`src/rtl/edge_pkg.sv`:
```
// edge_pkg: shared state type and defaults for the edge-path blocks
package edge_pkg;
  typedef enum logic [1:0] {IDLE_LO, HOLD_LO, HOLD_HI, IDLE_HI} edge_state_e;
  localparam int CNT_W_DEF = 8;
endpackage

```
`src/rtl/edge_gen_if.sv`:
```
// edge_gen_if: request strobes in, generated level and status out
interface edge_gen_if;
  logic rise_req;
  logic down_req;
  logic a;
  logic ready;
  logic pend;
  logic err;
  modport master (output rise_req, down_req, input a, ready, pend, err);
  modport slave (input rise_req, down_req, output a, ready, pend, err);
endinterface

```
`src/rtl/edge_gen_dwell_timer.sv`:
```
// dwell_timer: loadable down-counter that parks at zero and flags it
module dwell_timer #(
  parameter int CNT_W = 8
) (
  input  logic             clk,
  input  logic             rst_n,
  input  logic             load_i,
  input  logic [CNT_W-1:0] val_i,
  output logic             zero_o
);
  logic [CNT_W-1:0] cnt_q;
  assign zero_o = cnt_q == '0;
  // load wins over counting; the count holds once it reaches zero
  always_ff @(posedge clk or negedge rst_n)
    if (!rst_n) cnt_q <= '0;
    else cnt_q <= load_i ? val_i : zero_o ? cnt_q : cnt_q - CNT_W'(1);
endmodule

```
`src/rtl/edge_gen.sv`:
```
// edge_gen: turns rise/down strobes into a level with minimum high/low dwell
module edge_gen
  import edge_pkg::*;
#(
  parameter int MIN_HIGH = 3,
  parameter int MIN_LOW  = 2,
  parameter int CNT_W    = CNT_W_DEF
) (
  input logic        clk,
  input logic        rst_n,
  edge_gen_if.slave  bus
);
  edge_state_e      state_q, state_d;
  logic             a_q, a_d, pend_q, pend_d, err_q, err_d;
  logic             both, opp, same, pend_eff, hold, toggle, cnt_zero;
  logic [CNT_W-1:0] load_val;

  dwell_timer #(.CNT_W(CNT_W)) u_timer (
    .clk    (clk),
    .rst_n  (rst_n),
    .load_i (toggle),
    .val_i  (load_val),
    .zero_o (cnt_zero)
  );

  // classify the request against the current level, then decide toggle/queue/cancel
  always_comb begin
    both     = bus.rise_req & bus.down_req;
    opp      = ~both & (a_q ? bus.down_req : bus.rise_req);
    same     = ~both & (a_q ? bus.rise_req : bus.down_req);
    pend_eff = pend_q & ~same;
    hold     = state_q == HOLD_LO || state_q == HOLD_HI;
    toggle   = hold ? cnt_zero & (pend_eff | opp) : opp;
    a_d      = a_q ^ toggle;
    state_d  = toggle ? (a_q ? HOLD_LO : HOLD_HI)
             : (hold & cnt_zero) ? (a_q ? IDLE_HI : IDLE_LO) : state_q;
    pend_d   = ~toggle & (pend_eff | (hold & opp));
    err_d    = both | (same & ~pend_q);
    load_val = a_q ? CNT_W'(MIN_LOW - 1) : CNT_W'(MIN_HIGH - 1);
  end

  // state, level, pending flag and error pulse registers
  always_ff @(posedge clk or negedge rst_n)
    if (!rst_n) begin
      state_q <= IDLE_LO;
      a_q     <= 1'b0;
      pend_q  <= 1'b0;
      err_q   <= 1'b0;
    end else begin
      state_q <= state_d;
      a_q     <= a_d;
      pend_q  <= pend_d;
      err_q   <= err_d;
    end

  assign bus.a     = a_q;
  assign bus.pend  = pend_q;
  assign bus.err   = err_q;
  assign bus.ready = state_q == IDLE_LO || state_q == IDLE_HI;
endmodule
```
`src/flat_wrapper.sv`:
```
// flat-port wrapper written by rule: the top's interface ports become plain ports
module edge_gen_flat import edge_pkg::*;
#(
  parameter int MIN_HIGH = 3,
  parameter int MIN_LOW  = 2,
  parameter int CNT_W    = CNT_W_DEF
)
  (clk, rst_n, bus_rise_req, bus_down_req, bus_a, bus_ready, bus_pend, bus_err);
  edge_gen_if bus_i ();
  input logic clk;
  input logic rst_n;
  input wire logic [$bits(bus_i.rise_req)-1:0] bus_rise_req;
  input wire logic [$bits(bus_i.down_req)-1:0] bus_down_req;
  output wire logic [$bits(bus_i.a)-1:0] bus_a;
  output wire logic [$bits(bus_i.ready)-1:0] bus_ready;
  output wire logic [$bits(bus_i.pend)-1:0] bus_pend;
  output wire logic [$bits(bus_i.err)-1:0] bus_err;
  assign bus_i.rise_req = bus_rise_req;
  assign bus_i.down_req = bus_down_req;
  assign bus_a = bus_i.a;
  assign bus_ready = bus_i.ready;
  assign bus_pend = bus_i.pend;
  assign bus_err = bus_i.err;
  edge_gen #(.MIN_HIGH(MIN_HIGH), .MIN_LOW(MIN_LOW), .CNT_W(CNT_W)) u_core (.clk(clk), .rst_n(rst_n), .bus(bus_i));
endmodule
```
`config.mk`:
```
export PLATFORM = sky130hd
export DESIGN_NAME = edge_gen_flat
export DESIGN_NICKNAME = d
export VERILOG_FILES = /design/src/rtl/edge_pkg.sv /design/src/rtl/edge_gen_if.sv /design/src/rtl/edge_gen_dwell_timer.sv /design/src/rtl/edge_gen.sv /design/src/flat_wrapper.sv
export SDC_FILE = /design/constraint.sdc
export NUM_CORES = 1
export LEC_CHECK = 0
export BUFFER_PORTS_ARGS = -buffer_cell sky130_fd_sc_hd__clkbuf_2
export CAP_MARGIN = 10
export CELL_PAD_IN_SITES_DETAIL_PLACEMENT = 2
export CELL_PAD_IN_SITES_GLOBAL_PLACEMENT = 2
export CORE_UTILIZATION = 38
export DETAILED_ROUTE_END_ITERATION = 8
export GPL_TIMING_DRIVEN = 0
export PLACE_DENSITY = 0.91
export SYNTH_ARGS = -nofsm -noshare
export SYNTH_HDL_FRONTEND = slang
export SYNTH_HIERARCHICAL = 1
export SYNTH_SLANG_ARGS = --single-unit
export TNS_END_PERCENT = 1
```
`constraint.sdc`:
```
create_clock -name clk -period 6.47 [get_ports clk]
set_input_delay 0.647 -clock clk [delete_from_list [all_inputs] [get_ports clk]]
set_output_delay 0.647 -clock clk [all_outputs]
set_load 0.005 [all_outputs]
```
Yosys cells after proc, flatten, opt, wreduce, memory -nomap -nowiden
Index checks and enable logic that the tools add are counted.

Register bits: 13. Input port bits: 4. Output and inout port bits: 4. Word-level logic and storage cells: 42.

Add/sub/neg operators: 1. Eq/ne operators: 4. Mux-type cells: 10. Bitwise gates (word level): 17. Reduce and logical (&&, ||, !) cells: 5.

Operator list (number): 8-bit two-way mux (2); 2-bit two-way mux (5); 1-bit bitwise AND (9); 8-bit logical NOT (1); 8-bit by 1-bit subtractor with 8-bit output, second input constant (1); 2-bit equality test, second input constant (2); 1-bit inverter (4); 1-bit two-way mux (3); 1-bit OR (3); 2-bit by 1-bit equality test with 1-bit output, second input constant (1); 2-bit logical NOT (1); 1-bit logical OR (2); 2-bit by 1-bit != test with 1-bit output, second input constant (1); 2-bit nonzero test (1); 1-bit XOR (1).

Logic depth before layout (Yosys ltp)
Word-level depth: 10. Depth in mapped cells: 10. Mapped depth without buffers: 9.

By module
The synthesis kept the hierarchy.

Modules (own cells, without submodules): dwell_timer (times used 1, cells each 59, area each 539.3 um2); edge_gen (times used 1, cells each 38, area each 339.1 um2).

Worst setup path after synthesis
Ideal clock, no wire load.

Kind: reg2reg. Start point: register u_core.u_timer.cnt_q[0]. End point: register u_core.u_timer.cnt_q[0]. Library setup time: 0.135 ns. Arrival: 2.343 ns. Data required time: 6.335 ns. Setup slack: 3.992 ns. Stages on the path, launching flop included: 10. Path buffers: 2. Period minus slack after synthesis: 2.478 ns. Cell sequence: dfrtp_1 inv_1 ha_1 or3b_2 nor2_4 nor2_2 a311oi_1 clkbuf_1 clkbuf_1 o31ai_1.

Cells in the longest elaborated chain, start to end: 4.

Ends and longest elaborated chain: start: declaration (line edge_gen_dwell_timer.sv:11) `logic [CNT_W-1:0] cnt_q;`; start signal: assignment (line edge_gen_dwell_timer.sv:16) `else cnt_q <= load_i ? val_i : zero_o ? cnt_q : cnt_q - CNT_W'(1);`; 8-bit logical NOT * (line edge_gen_dwell_timer.sv:12) `assign zero_o = cnt_q == '0;`; via u_core.cnt_zero (line edge_gen.sv:15) `logic both, opp, same, pend_eff, hold, toggle, cnt_zero;`; 1-bit bitwise AND * (line edge_gen.sv:33) `toggle = hold ? cnt_zero & (pend_eff | opp) : opp;`; 1-bit two-way mux * (line edge_gen.sv:33); via u_core.toggle (line edge_gen.sv:15); 2-bit by 1-bit != test with 1-bit output (no source line) or 8-bit two-way mux (tied branches).

Mark *: on every way through the listed nets, which the timed path passes. The rest lies on a longest branch. The select of a mux whose other input is x is not followed. A chain may end at the register's enable or synchronous reset.

Worst setup path after layout
Start point: register u_core.u_timer.cnt_q[0]. End point: register u_core.u_timer.cnt_q[1].

Same word-level chain as after synthesis.

==> flow_summary.toml <==
[cts]
cts_tree = "yes"
clockRootBuffer = "clkbuf_4"
clk_latency_ns = 0.28
clk_pin_slew_worst_paths_ns = 0.09
cts.sinks = 13
cts_resized = 0
htreeDepth = 1
numCtsBuffers = 3
post_cts_buffers = 0
holdBufCountCts = 0
cts.path.max_buffers = 2

[timing]
fin_crit_sh_pct = 49.9
hold_violations = 0
layout_min_cycle_time_ns = 3.23
finalClockSkew_ns = 0.00986
max_freq_mhz = 310
fin_ws_ns = 3.24
rsz0062_at_grt = "no"
slew_viol_final = 0
setup_violations = 0
final.setup.tns_ns = 0

[synth]
syn_area_per_cell_um2 = 9.06
async_flop_share_pct = 100
synth_edf_count = 0
ys.flop_type = "dfrtp_1"
synth_cell_type_count = 39
synthTopCellsByArea = "dfrtp_1, nand2_1, o31ai_1"
ys_warn_count = 6
yosys_register_bits = 13
synth_area_um2 = 878
seq_area_frac_synth_pct = 37.0
synth_top_area_share_pct = 37.0
synthCells = 97
synth_top_area_cell = "dfrtp_1"

[die]
die_w_um = 50.1
ioPinCount = 8
die_area_mm2 = 0.00251
core_mm2 = 0.00219
start_util_pct = 40.1
std_cell_rows = 17
die_h_um = 50.1

[routing]
drcViolationCount = 0
ant_nets = 0
first_iter_violations = 5
drt-pass1-iter-count = 4
detail_route.vias_per_cell = 5.50
avgRoutedWirePerCell_um = 16.7
wirelength_um = 2350
vias = 775

[critical_path]
reg2reg_to = "u_core/u_timer/cnt_q[1]"
worst_ep_required_time_ns = 6.65
cp-startpoint = "u_core/u_timer/cnt_q[0]"
critPathLaunchType = "register"
crit_path_end = "u_core/u_timer/cnt_q[1]"
crit_fanout = 10
path_class = "reg -> reg"
r2r_cells = 10
r2r_slack_ns = 3.24
cp.arrival_ns = 3.41
r2r-start = "u_core/u_timer/cnt_q[0]"
end_kind = "register"

[finish]
drive_gt1_share_pct = 19.5
seq_area_um2 = 325
multi_input_area_um2 = 524
n_antenna_cell = 0
n_fill_cell = 262
final_nets = 119
area_delta_synth_final_pct = 13.2

[status]
status = "finished, final reports clean"

[power_and_ir_drop]
finalPower_mw = 0.537
cellLeakagePower_nw = 0.403
powerDensity_mw_per_mm2 = 540
peakVddDrop_uv = 233

[placement]
post-place-ws_ns = 3.37
hpwlAfterDp_um = 1760
place_congestion = 0.782
io_buffers = 7

[grt]
overflow = 0
track_usage_pct = 21.8
grt_max_degree = 14
grt_pass1_wl_um = 4000
antenna_found_initial = 0
grt_pass1_vias = 863

[min_path]
min_path_type = "in -> async"

[flow_run]
drv_cap = 0
==> report_power, final <==
part           switching, mW  internal [mW]
logic                  0.178          0.127
clock network         0.0295         0.0229
registers             0.0561          0.125
==> stage by stage <==
step,hold slack [ns],std cells,instance area (µm²),util [%]
2_1_floorplan,0.351,102,897,-
3_3_place_gp,0.486,137,967,44.1
3_5_place_dp,0.504,137,967,44.1
4_1_cts,0.257,141,995,45.4
5_1_grt,0.256,141,995,45.4
6_report,0.251,141,995,45.4
==> synth_stat cells, types with 2 or more instances <==
master and n:
o21ai_0 3, inv_1 8, xnor2_1 2, nand4_1 2
nand3b_1 2, nor2_1 6, a211oi_1 2, dfrtp_1 13
mux2_1 2, nor3_2 2, nor3b_1 3, nor3_1 6
o311ai_0 2, clkbuf_1 2, nand2_1 10, o31ai_1 5
buf_2 2, a21oi_1 4
==> logic make-up (layout without fill, tap and decap cells) <==
group / after synthesis / after routing / share of synthesized area (%)
simple gates: 41 / 41 / 28.8
compound gates: 22 / 22 / 18.4
flops: 13 / 13 / 37.0
buf+inv: 12 / 23 / 5.41
xor+xnor: 4 / 4 / 4.84
mux: 3 / 3 / 3.70
fa+ha+maj: 1 / 1 / 1.42
other cells: 1 / 6 / 0.427
==> registers in the layout (all words and copies together) (netlist names) <==
signal,cells
u_core/u_timer/cnt_q,8
u_core/state_q,2
u_core/bus.a,1
u_core/bus.err,1
u_core/bus.pend,1
==> per-layer routing <==
layer,vias to the layer above,track usage (%),routed length (µm)
met5,-,0,0
met4,0,8.57,0
met2,9,39.3,1260
met3,0,2.78,44
li1,376,-,-
met1,390,25.4,1050
==> worst min-delay path by stage <==
stage	cells after the start	slack, ns	endpoint
after floorplan	0	0.35	u_core/bus.a
after global placement	2	0.49	u_core/u_timer/cnt_q[0]
after detailed placement	2	0.50	u_core/u_timer/cnt_q[0]
after CTS	1	0.26	u_core/u_timer/cnt_q[3]
after global routing	1	0.26	u_core/u_timer/cnt_q[3]
final	1	0.25	u_core/u_timer/cnt_q[3]
==> worst max-delay path, cell delays in order, from the launching register on <==
cell and delay, ns:
dfrtp_1 0.44, inv_1 0.10, ha_1 0.29, or3b_2 0.55, nor2_4 0.17, nor2_2 0.08, a311oi_1 0.39, clkbuf_1 0.40
clkbuf_1 0.45, nand2_1 0.15, o31ai_1 0.11
==> layout by cell type (no fill, tap or decap), drive strengths merged, types with 4 or more instances in the layout <==
cell     n
dfrtp   13
inv      8
conb     6
nor2     8
a21oi    4
clkbuf  12
nor3     8
o31ai    5
nand2   10
==> final cells by class <==
type                    instances  share of cell area (%)
multi-input cells              77                    52.7
repair buffers                  7                    3.52
clock buffers                   3                    2.26
flip-flops and latches         13                    32.7
plain buffers                   4                    1.76
well taps                      28                    3.52
clock inverters                 1                   0.503
inverters                       8                    3.02
Power figures use the tool's default switching activity.
